[config.mk]
export PLATFORM = sky130hd
export DESIGN_NAME = alu_pwr_ctrl
export DESIGN_NICKNAME = d
export VERILOG_FILES = /design/src/rtl/alu_pwr_ctrl.sv
export SDC_FILE = /design/constraint.sdc
export NUM_CORES = 1
export LEC_CHECK = 0
export CELL_PAD_IN_SITES_DETAIL_PLACEMENT = 1
export CELL_PAD_IN_SITES_GLOBAL_PLACEMENT = 1
export CORE_ASPECT_RATIO = 0.7
export CORE_MARGIN = 3
export CORE_UTILIZATION = 25
export CTS_CLUSTER_SIZE = 24
export DETAILED_ROUTE_END_ITERATION = 8
export DONT_BUFFER_PORTS = 1
export PLACE_DENSITY_LB_ADDON = 0.2
export SLEW_MARGIN = 20
export SYNTH_ARGS = -nofsm -noshare
export SYNTH_HDL_FRONTEND = slang
export SYNTH_SLANG_ARGS = --single-unit
[constraint.sdc]
create_clock -name clk_i -period 2 [get_ports clk_i]
set_input_delay 0.4 -clock clk_i [delete_from_list [all_inputs] [get_ports clk_i]]
set_output_delay 0.4 -clock clk_i [all_outputs]
set_load 0.05 [all_outputs]
[src/rtl/alu_pwr_ctrl.sv]
// alu_pwr_ctrl: always-on power sequencer for the ALU domain.
// Drives the power-switch enable, isolation clamp and domain reset through a
// fixed, glitch-free down/up sequence, and gates ALU starts outside ON.
// Optional feature: define ALU_AUTO_PD_EN to enable idle-based automatic
// power-down and start-triggered power-up.
module alu_pwr_ctrl #(
    parameter int ISO_SETUP_CYC = 2,
    parameter int RAMP_CYC      = 8,
    parameter int ISO_HOLD_CYC  = 2,
    parameter int IDLE_CYC      = 64
) (
    input  logic       clk_i,
    input  logic       rst_ni,
    input  logic       pwr_down_req_i,
    input  logic       pwr_up_req_i,
    input  logic       alu_busy_i,
    input  logic       start_in_i,
    output logic       start_out_o,
    output logic       alu_pwr_en_o,
    output logic       iso_en_o,
    output logic       alu_dom_rst_n_o,
    output logic [2:0] pwr_state_o,
    output logic       down_done_o,
    output logic       up_done_o
);

    localparam int MAX_A   = (ISO_SETUP_CYC > RAMP_CYC) ? ISO_SETUP_CYC : RAMP_CYC;
    localparam int MAX_CYC = (MAX_A > ISO_HOLD_CYC) ? MAX_A : ISO_HOLD_CYC;
    localparam int CNT_W   = $clog2(MAX_CYC) + 1;

    typedef enum logic [2:0] {
        ST_ON        = 3'd0,
        ST_ISO_SETUP = 3'd1,
        ST_OFF       = 3'd2,
        ST_RAMP      = 3'd3,
        ST_ISO_HOLD  = 3'd4
    } state_e;

    state_e           state_q, state_d;
    logic [CNT_W-1:0] cnt_q, cnt_d;
    logic             pwr_en_q, pwr_en_d;
    logic             iso_q, iso_d;
    logic             dom_rst_n_q, dom_rst_n_d;
    logic             down_done_q, down_done_d;
    logic             up_done_q, up_done_d;
    logic             down_go;
    logic             up_go;

`ifdef ALU_AUTO_PD_EN
    localparam int IDLE_W = $clog2(IDLE_CYC) + 1;
    localparam logic [IDLE_W-1:0] IDLE_LAST = IDLE_W'(IDLE_CYC - 1);

    logic [IDLE_W-1:0] idle_q, idle_d;
    logic              idle_hit;

    // Idle counter runs only in ON, clears on any ALU activity and saturates at the trigger value
    always_comb begin
        idle_d = '0;
        if (state_q == ST_ON && !start_in_i && !alu_busy_i) begin
            idle_d = (idle_q == IDLE_LAST) ? idle_q : idle_q + IDLE_W'(1);
        end
    end

    // Idle counter register
    always_ff @(posedge clk_i or negedge rst_ni) begin
        if (!rst_ni) begin
            idle_q <= '0;
        end else begin
            idle_q <= idle_d;
        end
    end

    // A start in the same cycle as the idle trigger wins so it is never forwarded into a dying domain
    always_comb begin
        idle_hit = (idle_q == IDLE_LAST) && !start_in_i;
        down_go  = (pwr_down_req_i || idle_hit) && !alu_busy_i;
        up_go    = pwr_up_req_i || start_in_i;
    end
`else
    // Power transitions come only from the explicit request lines
    always_comb begin
        down_go = pwr_down_req_i && !alu_busy_i;
        up_go   = pwr_up_req_i;
    end
`endif

    // Next-state and registered-output decode; outputs hold unless a transition changes them
    always_comb begin
        state_d     = state_q;
        cnt_d       = cnt_q;
        pwr_en_d    = pwr_en_q;
        iso_d       = iso_q;
        dom_rst_n_d = dom_rst_n_q;
        down_done_d = 1'b0;
        up_done_d   = 1'b0;
        case (state_q)
            ST_ON: begin
                if (down_go) begin
                    state_d = ST_ISO_SETUP;
                    iso_d   = 1'b1;
                    cnt_d   = CNT_W'(ISO_SETUP_CYC - 1);
                end
            end
            ST_ISO_SETUP: begin
                if (cnt_q == '0) begin
                    state_d     = ST_OFF;
                    pwr_en_d    = 1'b0;
                    dom_rst_n_d = 1'b0;
                    down_done_d = 1'b1;
                end else begin
                    cnt_d = cnt_q - CNT_W'(1);
                end
            end
            ST_OFF: begin
                if (up_go) begin
                    state_d  = ST_RAMP;
                    pwr_en_d = 1'b1;
                    cnt_d    = CNT_W'(RAMP_CYC - 1);
                end
            end
            ST_RAMP: begin
                if (cnt_q == '0) begin
                    state_d     = ST_ISO_HOLD;
                    dom_rst_n_d = 1'b1;
                    cnt_d       = CNT_W'(ISO_HOLD_CYC - 1);
                end else begin
                    cnt_d = cnt_q - CNT_W'(1);
                end
            end
            ST_ISO_HOLD: begin
                if (cnt_q == '0) begin
                    state_d   = ST_ON;
                    iso_d     = 1'b0;
                    up_done_d = 1'b1;
                end else begin
                    cnt_d = cnt_q - CNT_W'(1);
                end
            end
            default: begin
                state_d     = ST_ON;
                cnt_d       = '0;
                pwr_en_d    = 1'b1;
                iso_d       = 1'b0;
                dom_rst_n_d = 1'b1;
            end
        endcase
    end

    // State, counter and power-control registers; reset aborts any sequence and lands in ON
    always_ff @(posedge clk_i or negedge rst_ni) begin
        if (!rst_ni) begin
            state_q     <= ST_ON;
            cnt_q       <= '0;
            pwr_en_q    <= 1'b1;
            iso_q       <= 1'b0;
            dom_rst_n_q <= 1'b1;
            down_done_q <= 1'b0;
            up_done_q   <= 1'b0;
        end else begin
            state_q     <= state_d;
            cnt_q       <= cnt_d;
            pwr_en_q    <= pwr_en_d;
            iso_q       <= iso_d;
            dom_rst_n_q <= dom_rst_n_d;
            down_done_q <= down_done_d;
            up_done_q   <= up_done_d;
        end
    end

    // Starts reach the ALU only while the domain is fully on
    always_comb begin
        start_out_o = start_in_i && (state_q == ST_ON);
    end

    assign alu_pwr_en_o    = pwr_en_q;
    assign iso_en_o        = iso_q;
    assign alu_dom_rst_n_o = dom_rst_n_q;
    assign pwr_state_o     = state_q;
    assign down_done_o     = down_done_q;
    assign up_done_o       = up_done_q;

endmodule

* After elaboration in Yosys (flattened, before gate mapping)
Cells that the tools add are included.
Widths: inputs -> output; s select.
** Storage, ports and cells
- Register bits after elaboration :: 12
- Latch bits :: 0
- Memory bits (writable) :: 0
- Memory bits (read-only) :: 0
- Output and inout port bits :: 9
- Word-level logic and storage cells :: 56
- Memories :: 0
** Cells by class
- Add/subtract/negate cells :: 1
- Multipliers :: 0
- Divide/modulo/power cells :: 0
- Order comparisons :: 0
- Equality and inequality tests :: 10
- Shifts and indexed selects :: 0
- Muxes and demuxes :: 21
- Bitwise gates (word level) :: 3
- Reduce and logical (&&, ||, !) cells :: 14
** Operators by type and width (number)
- $mux 4 :: 4
- $pmux 4 s4 :: 1
- $mux 3 :: 5
- $pmux 3 s5 :: 1
- $ne 2x2->1 const B :: 6
- $reduce_and 3->1 :: 4
- $pmux 1 s3 :: 3
- $reduce_or 3->1 :: 3
- $mux 1 :: 7
- $eq 3x2->1 const B :: 2
- $reduce_and 5->1 :: 1
- $logic_not 4->1 :: 1
- $sub 4x1->4 const B :: 1
- $eq 3x1->1 const B :: 1
- $eq 3x3->1 const B :: 1
- $logic_not 3->1 :: 1
- $not 1->1 :: 3
- $logic_and 1x1->1 :: 2
- $reduce_or 2->1 :: 1
- $logic_not 1->1 :: 1

* Logic depth before layout (Yosys ltp)
Gate-level depths: netlist of the first run.
- Word-level depth :: 4
- Depth in mapped cells :: 7
- Mapped depth without buffers :: 6

* Least setup slack after synthesis of the first run
OpenSTA, ideal clock, no wires.
- Path type :: reg2out
- From :: reg state_q[0], in the netlist pwr_state_o[0]
- To :: out start_out_o
- Data arrival time :: 2543 ps
- Required time :: 1600 ps
- Setup slack :: -943 ps
- Stages on the path, launching flop included :: 3
- Path through :: dfrtp_1 -> clkbuf_1 -> nor4b_1
** Between the ends
- Word-level cells in the longest chain between the ends :: 2
** Ends and longest elaborated chain
- start: declaration :: RTL line 39 : state_e state_q, state_d;
- start signal: assignment :: RTL line 160 : state_q <= state_d;
- $logic_not 3->1 :: RTL line 172 : start_out_o = start_in_i && (state_q == ST_ON);
- $logic_and 1x1->1 :: RTL line 172
- end: declaration :: RTL line 18 : output logic start_out_o,
No other way between the ends.

* Worst setup path in the final report of the first run
- From :: reg cnt_q[1]
- To :: reg cnt_q[1]
** Between the ends
- Word-level cells in the longest chain between the ends :: 3
- Elaborated cells on any way between the ends :: 7
- Those cells by class :: add/sub (1); eq/ne (1); mux (3); reduce/logical (2)
** Ends and longest elaborated chain
- start: declaration :: RTL line 40 : logic [CNT_W-1:0] cnt_q, cnt_d;
- start signal: assignment :: RTL line 161 : cnt_q <= cnt_d;
- $sub 4x1->4 or $logic_not 4->1 (tied branches)
- $mux 4, or another cell as far along :: RTL line 105, 131
- $pmux 4 s4 or $reduce_and 3->1 (tied branches)
Several ways; a longest one is shown, not always the timed one. The select of a mux whose other input is x is not followed.
A chain may end at the register's enable or synchronous reset.

==> impl_metrics.csv, run 1 <==
group,metric,value,unit
outcome,status,"finished clean",
timing,fmax,0.541,GHz
timing,max_slew_margin,57.7,%
logic_synthesis,syn_area,683,um2
setup_path,required,2140,ps
final_layout,filler_cell_count,298,
logic_synthesis,syn_area_per_cell,9.11,um2
timing,setup_violations,0,
setup_path,r2r-start,"cnt_q[1]",
setup_path,start_kind,"flip-flop",
clocking,cts.sinks,12,
setup_path,reg2reg_depth,6,
floorplanning,dieWidth,68.5,um
clocking,clkTransAtPathRegs,60,ps
grt,grt_util_all_layers,13.3,%
logic_synthesis,synth_edf_count,0,
detailed_routing,drt_iter0_drc,27,
power_and_ir_drop,max-vdd-ir-drop,0.731,mV
hold_path,hold_path.class,"in2reg",
grt,grt_pass1_wl,3.18,mm
grt,grt_pass1_vias,592,
final_layout,layout.nets,91,
grt,grt_max_degree,13,
logic_synthesis,ys_ff_latch,12,
timing,drv_slew,0,
timing,skew,5.24,ps
timing,finalHoldViolations,0,
hold_path,min_path_cells,2,
floorplanning,row_count,15,
final_layout,final_common_cell,"dfrtp_1",
clocking,post-cts-setup-buffers,0,
floorplanning,fp.dieArea,3410,um2
logic_synthesis,syn_inst,75,
setup_path,cp-endpoint,"cnt_q[1]",
place,gp_congestion,0.769,
setup_path,cp_max_fo,4,
logic_synthesis,synth_top_area_share,36.6,%
final_layout,syn2layout_area_growth,22.3,%
setup_path,r2r_setup_slack,150,ps
detailed_routing,firstDrtPassIters,4,
setup_path,endpoint_kind,"flip-flop",
timing,post-route-period-util,92.4,%
final_layout,antenna_cells,0,
clocking,hold_buffers,1,
setup_path,crit_path_start,"cnt_q[1]",
floorplanning,ios,15,
final_layout,most-common-layout-cells,"dfrtp_1, o21ai_0, buf_4",
clocking,cts_tree,"done",
logic_synthesis,synth_top_cell_by_area,"dfrtp_1",
logic_synthesis,syn_nets,82,
logic_synthesis,synth_area_leaders,"dfrtp_1, dfstp_2, o21ai_0",
power_and_ir_drop,power-per-cell-area,2020,nW/um2
flow_run,maxCapViolCount,0,
logic_synthesis,synthDistinctLibCells,31,
grt,grt_overflow,0,
clocking,root_buffer,"clkbuf_8",
clocking,ctsLongestPathBuffers,2,
detailed_routing,routed_wl,1.88,mm
place,dp_hpwl,1.38,mm
setup_path,worstReg2RegEnd,"cnt_q[1]",
detailed_routing,wl_per_cell,16.0,um
detailed_routing,postRouteAntennaNets,0,
clocking,htree_levels,1,
timing,finalSetupTns,0,ps
timing,rsz0062_at_grt,"no",
logic_synthesis,ys.flop_type,"dfrtp_1",
grt,antenna_found_initial,0,
detailed_routing,via_count,596,
timing,tightest_slew,633,ps
place,port_buffers,0,
floorplanning,core_region_area,2530,um2
floorplanning,die_height,49.7,um
logic_synthesis,async_reset_ff_share,100,%
clocking,cts_buffers,3,
setup_path,critPathKind,"reg2reg",
power_and_ir_drop,p_leak,0.000352,uW
detailed_routing,drc,0,
final_layout,fin_util,33.0,%
logic_synthesis,yosysSeqAreaShare,44.3,%
detailed_routing,viasPerCell,5.09,
clocking,clock_latency,250,ps
timing,holdWs,369,ps
floorplanning,start_util,27.0,%
setup_path,arrival,1990,ps
clocking,post_cts_resized,0,
final_layout,drive_gt1_share,21.7,%
hold_path,hold_start,"pwr_up_req_i",
timing,finalCriticalPeriod,1850,ps
logic_synthesis,ys.warnings.count,0,
[synthesized netlist by cell type (2+ instances only)]
library cell  instances
dfrtp_1              10
o21ai_0               9
a21oi_1               5
inv_1                 5
nor2_1                5
nand2_1               4
a211oi_1              3
clkbuf_1              3
nor3_1                3
nor3b_1               3
dfstp_2               2
nand3_1               2
o22ai_1               2
xnor2_1               2
[critical path, stage by stage, from the launching register on]
cell and delay, ps:
dfrtp_1 400, inv_1 70, ha_1 180, or3b_1 380
and4_4 190, or3_1 300, a22o_1 230
[worst min-delay path by stage]
stage / slack (ps) / end
finish: 370 / alu_pwr_en_o
global route: 380 / alu_pwr_en_o
CTS: 360 / iso_en_o
detailed placement: 100 / up_done_o
global placement: 100 / up_done_o
floorplan: 100 / cnt_q[0]
[power breakdown]
group,leakage [uW],internal [uW],switching (uW),total (uW)
combinational,0.000178,330,474,804
sequential,0.000145,360,251,611
clock,0.0000288,174,98.1,272
[per-layer routing]
metal | part of all wire [%] | track usage, % | wire [um]
met2 | 41 | 17.4 | 762
met1 | 50 | 17.9 | 935
met5 | 0 | 0 | 0
met3 | 7.4 | 6.61 | 139
met4 | 2.0 | 5.94 | 38
[flip-flops by register name, summed over array words and instances (netlist names)]
name	cells
alu_dom_rst_n_o	1
alu_pwr_en_o	1
cnt_q	4
down_done_o	1
iso_en_o	1
pwr_state_o	3
up_done_o	1
[kinds of logic after synthesis]
group                      synth area share, %
xor gates and xnor gates                  2.56
adders and majority gates                 1.83
buffers and inverters                     7.14
DFF                                       44.3
and+or+nand+nor                           21.2
AOI/OAI and AO/OA                         22.9
[through the flow]
step                cell area, um2  std cells  total power [uW]  worst slack, ps
global placement               771        112              1410              197
CTS                            836        117              1710              141
floorplan                      698         75              1200             39.3
detailed placement             771        112              1420              147
finish                         836        117              1690              153
global route                   836        117              1840             40.2
[final cells by class]
| type | count | area (um2) | area share [%] |
|---|---|---|---|
| repair buffers | 9 | 70.1 | 8.38 |
| well taps | 34 | 42.5 | 5.09 |
| multi-input cells | 53 | 347 | 41.5 |
| inverters | 5 | 18.8 | 2.25 |
| flip-flops and latches | 12 | 303 | 36.2 |
| clock buffers | 4 | 55.1 | 6.59 |
No activity file was read; power rests on OpenSTA's default activity.
==> inputs of run 2 (changes only) <==
--- a/config.mk
+++ b/config.mk
@@ -14,7 +14,6 @@
 export DETAILED_ROUTE_END_ITERATION = 8
 export DONT_BUFFER_PORTS = 1
 export PLACE_DENSITY_LB_ADDON = 0.2
-export SLEW_MARGIN = 20
 export SYNTH_ARGS = -nofsm -noshare
 export SYNTH_HDL_FRONTEND = slang
 export SYNTH_SLANG_ARGS = --single-unit
==> results of run 2 <==
The final DEF is identical to that of run 1; final timing and power are the same.
==> inputs of run 3 (changes only) <==
==> constraint.sdc (replaced) <==
create_clock -name clk_i -period 1.9 [get_ports clk_i]
set_input_delay 0.38 -clock clk_i [delete_from_list [all_inputs] [get_ports clk_i]]
set_output_delay 0.38 -clock clk_i [all_outputs]
set_load 0.05 [all_outputs]
==> impl_metrics.csv, run 3 (same netlist as run 1, synthesis figures left out) <==
group,metric,value,unit
outcome,status,"finished clean",
grt,grt_overflow,0,
clocking,cts.sinks,12,
timing,finalCriticalPeriod,1830,ps
timing,tightest_slew,610,ps
detailed_routing,drt_iter0_drc,10,
power_and_ir_drop,power.switching,887,uW
power_and_ir_drop,p_int,950,uW
floorplanning,fp.dieArea,3410,um2
detailed_routing,postRouteAntennaNets,0,
place,port_buffers,0,
final_layout,syn2layout_area_growth,25.8,%
timing,finalSetupTns,0,ps
clocking,clkTransAtPathRegs,60,ps
timing,finalHoldViolations,0,
grt,grt_pass1_vias,588,
setup_path,crit_path_start,"cnt_q[0]",
flow_run,maxCapViolCount,0,
clocking,post-cts-setup-buffers,0,
hold_path,hold_start,"pwr_up_req_i",
power_and_ir_drop,p_leak,0.000358,uW
setup_path,start_kind,"flip-flop",
setup_path,arrival,1960,ps
final_layout,layout.nets,92,
grt,grt_util_all_layers,12.4,%
setup_path,r2r_setup_slack,70,ps
setup_path,r2r-start,"cnt_q[0]",
power_and_ir_drop,combPwrFrac,49.1,%
power_and_ir_drop,power.clock.fraction,15.4,%
grt,grt_max_degree,13,
final_layout,most-common-layout-cells,"o21ai_0, dfrtp_1, buf_4",
floorplanning,die_height,49.7,um
detailed_routing,via_count,600,
clocking,cts_buffers,3,
power_and_ir_drop,p_sw_share,48.3,%
grt,antenna_found_initial,0,
detailed_routing,drc,0,
final_layout,top_register,"cnt_q",
floorplanning,row_count,15,
setup_path,critPathKind,"reg2reg",
final_layout,antenna_cells,0,
floorplanning,core_region_area,2530,um2
floorplanning,start_util,27.0,%
timing,max_slew_margin,59.2,%
final_layout,largest_reg_flops,4,
clocking,clock_latency,240,ps
clocking,root_buffer,"clkbuf_8",
clocking,cts_tree,"done",
timing,skew,2.93,ps
place,dp_hpwl,1.43,mm
floorplanning,dieWidth,68.5,um
setup_path,required,2030,ps
power_and_ir_drop,max-vdd-ir-drop,0.822,mV
place,dpl.cell_count,113,
clocking,htree_levels,1,
timing,setup_violations,0,
clocking,ctsLongestPathBuffers,2,
floorplanning,ios,15,
timing,rsz0062_at_grt,"no",
timing,post-route-period-util,96.4,%
detailed_routing,viasPerCell,5.08,
detailed_routing,routed_wl,1.85,mm
power_and_ir_drop,power-per-cell-area,2140,nW/um2
timing,fmax,0.546,GHz
power_and_ir_drop,pwr-share-seq,35.5,%
grt,grt_pass1_wl,3.10,mm
final_layout,drive_gt1_share,27.4,%
detailed_routing,firstDrtPassIters,3,
detailed_routing,wl_per_cell,15.7,um
setup_path,cp_max_fo,4,
place,gp_congestion,0.842,
setup_path,endpoint_kind,"flip-flop",
hold_path,hold_path.class,"in2reg",
timing,drv_slew,0,
final_layout,layout.cells.non_filler,118,
## run 3: final cells by class
class | count | area, um2
Fill cell | 292 | 1670
Multi-Input combinational cell | 53 | 362
Sequential cell | 12 | 304
Timing Repair Buffer | 10 | 77.6
Clock buffer | 4 | 55.1
Tap cell | 34 | 42.5
Inverter | 5 | 18.8
## run 3: worst paths after layout
| path | depth (start not counted) | end |
|---|---|---|
| max | 6 | cnt_q[1] |
| min | 2 | alu_pwr_en_o |
| max reg2reg | 6 | cnt_q[1] |
| min reg2reg | 1 | cnt_q[3] |
| max in group asynchronous | 1 | pwr_state_o[0] |
| min in group asynchronous | 1 | cnt_q[2] |
## run 3: worst max-delay path, cell delays in order, from the launching register on
cell,delay [ps]
dfrtp_1,370
inv_1,100
ha_4,150
or3b_4,380
and4_4,180
or3_1,320
a22o_1,210
## run 3: what timing repair did
action,4_1_cts,5_1_grt
setup endpoints to repair,0,4
endpoints found under the hold margin,12,0
resized for setup,0,3
hold buffers,1,0
## run 3: power by group through the flow
stage | Clock (uW) | Sequential [uW] | Combinational [uW]
after global routing | 303 | 667 | 1020
after global placement | 0 | 650 | 851
after detailed placement | 0 | 653 | 864
final | 283 | 652 | 902
after floorplan | 0 | 680 | 586
after CTS | 291 | 650 | 878
## run 3: per-layer routing
| layer | part of all wire [%] | up-vias | GRT usage, % |
|---|---|---|---|
| met5 | 0 | - | 0 |
| met4 | 0.97 | 0 | 1.98 |
| met3 | 6.1 | 2 | 5.47 |
| met2 | 41 | 11 | 16.5 |
| met1 | 52 | 296 | 18.3 |
| li1 | - | 291 | - |
## run 3: metrics by stage
step                      hold WS (ps)  total power (uW)  utilization [%]  worst slack (ps)  area (um2)
after floorplan                   84.4              1270                -              2.51         702
after detailed placement          84.8              1520             30.9              49.2         782
after global placement            84.8              1500             30.9               110         782
after CTS                          355              1820             33.4              15.5         847
final                              349              1840             33.9              68.5         860
after global routing               408              1990             33.9              26.8         860
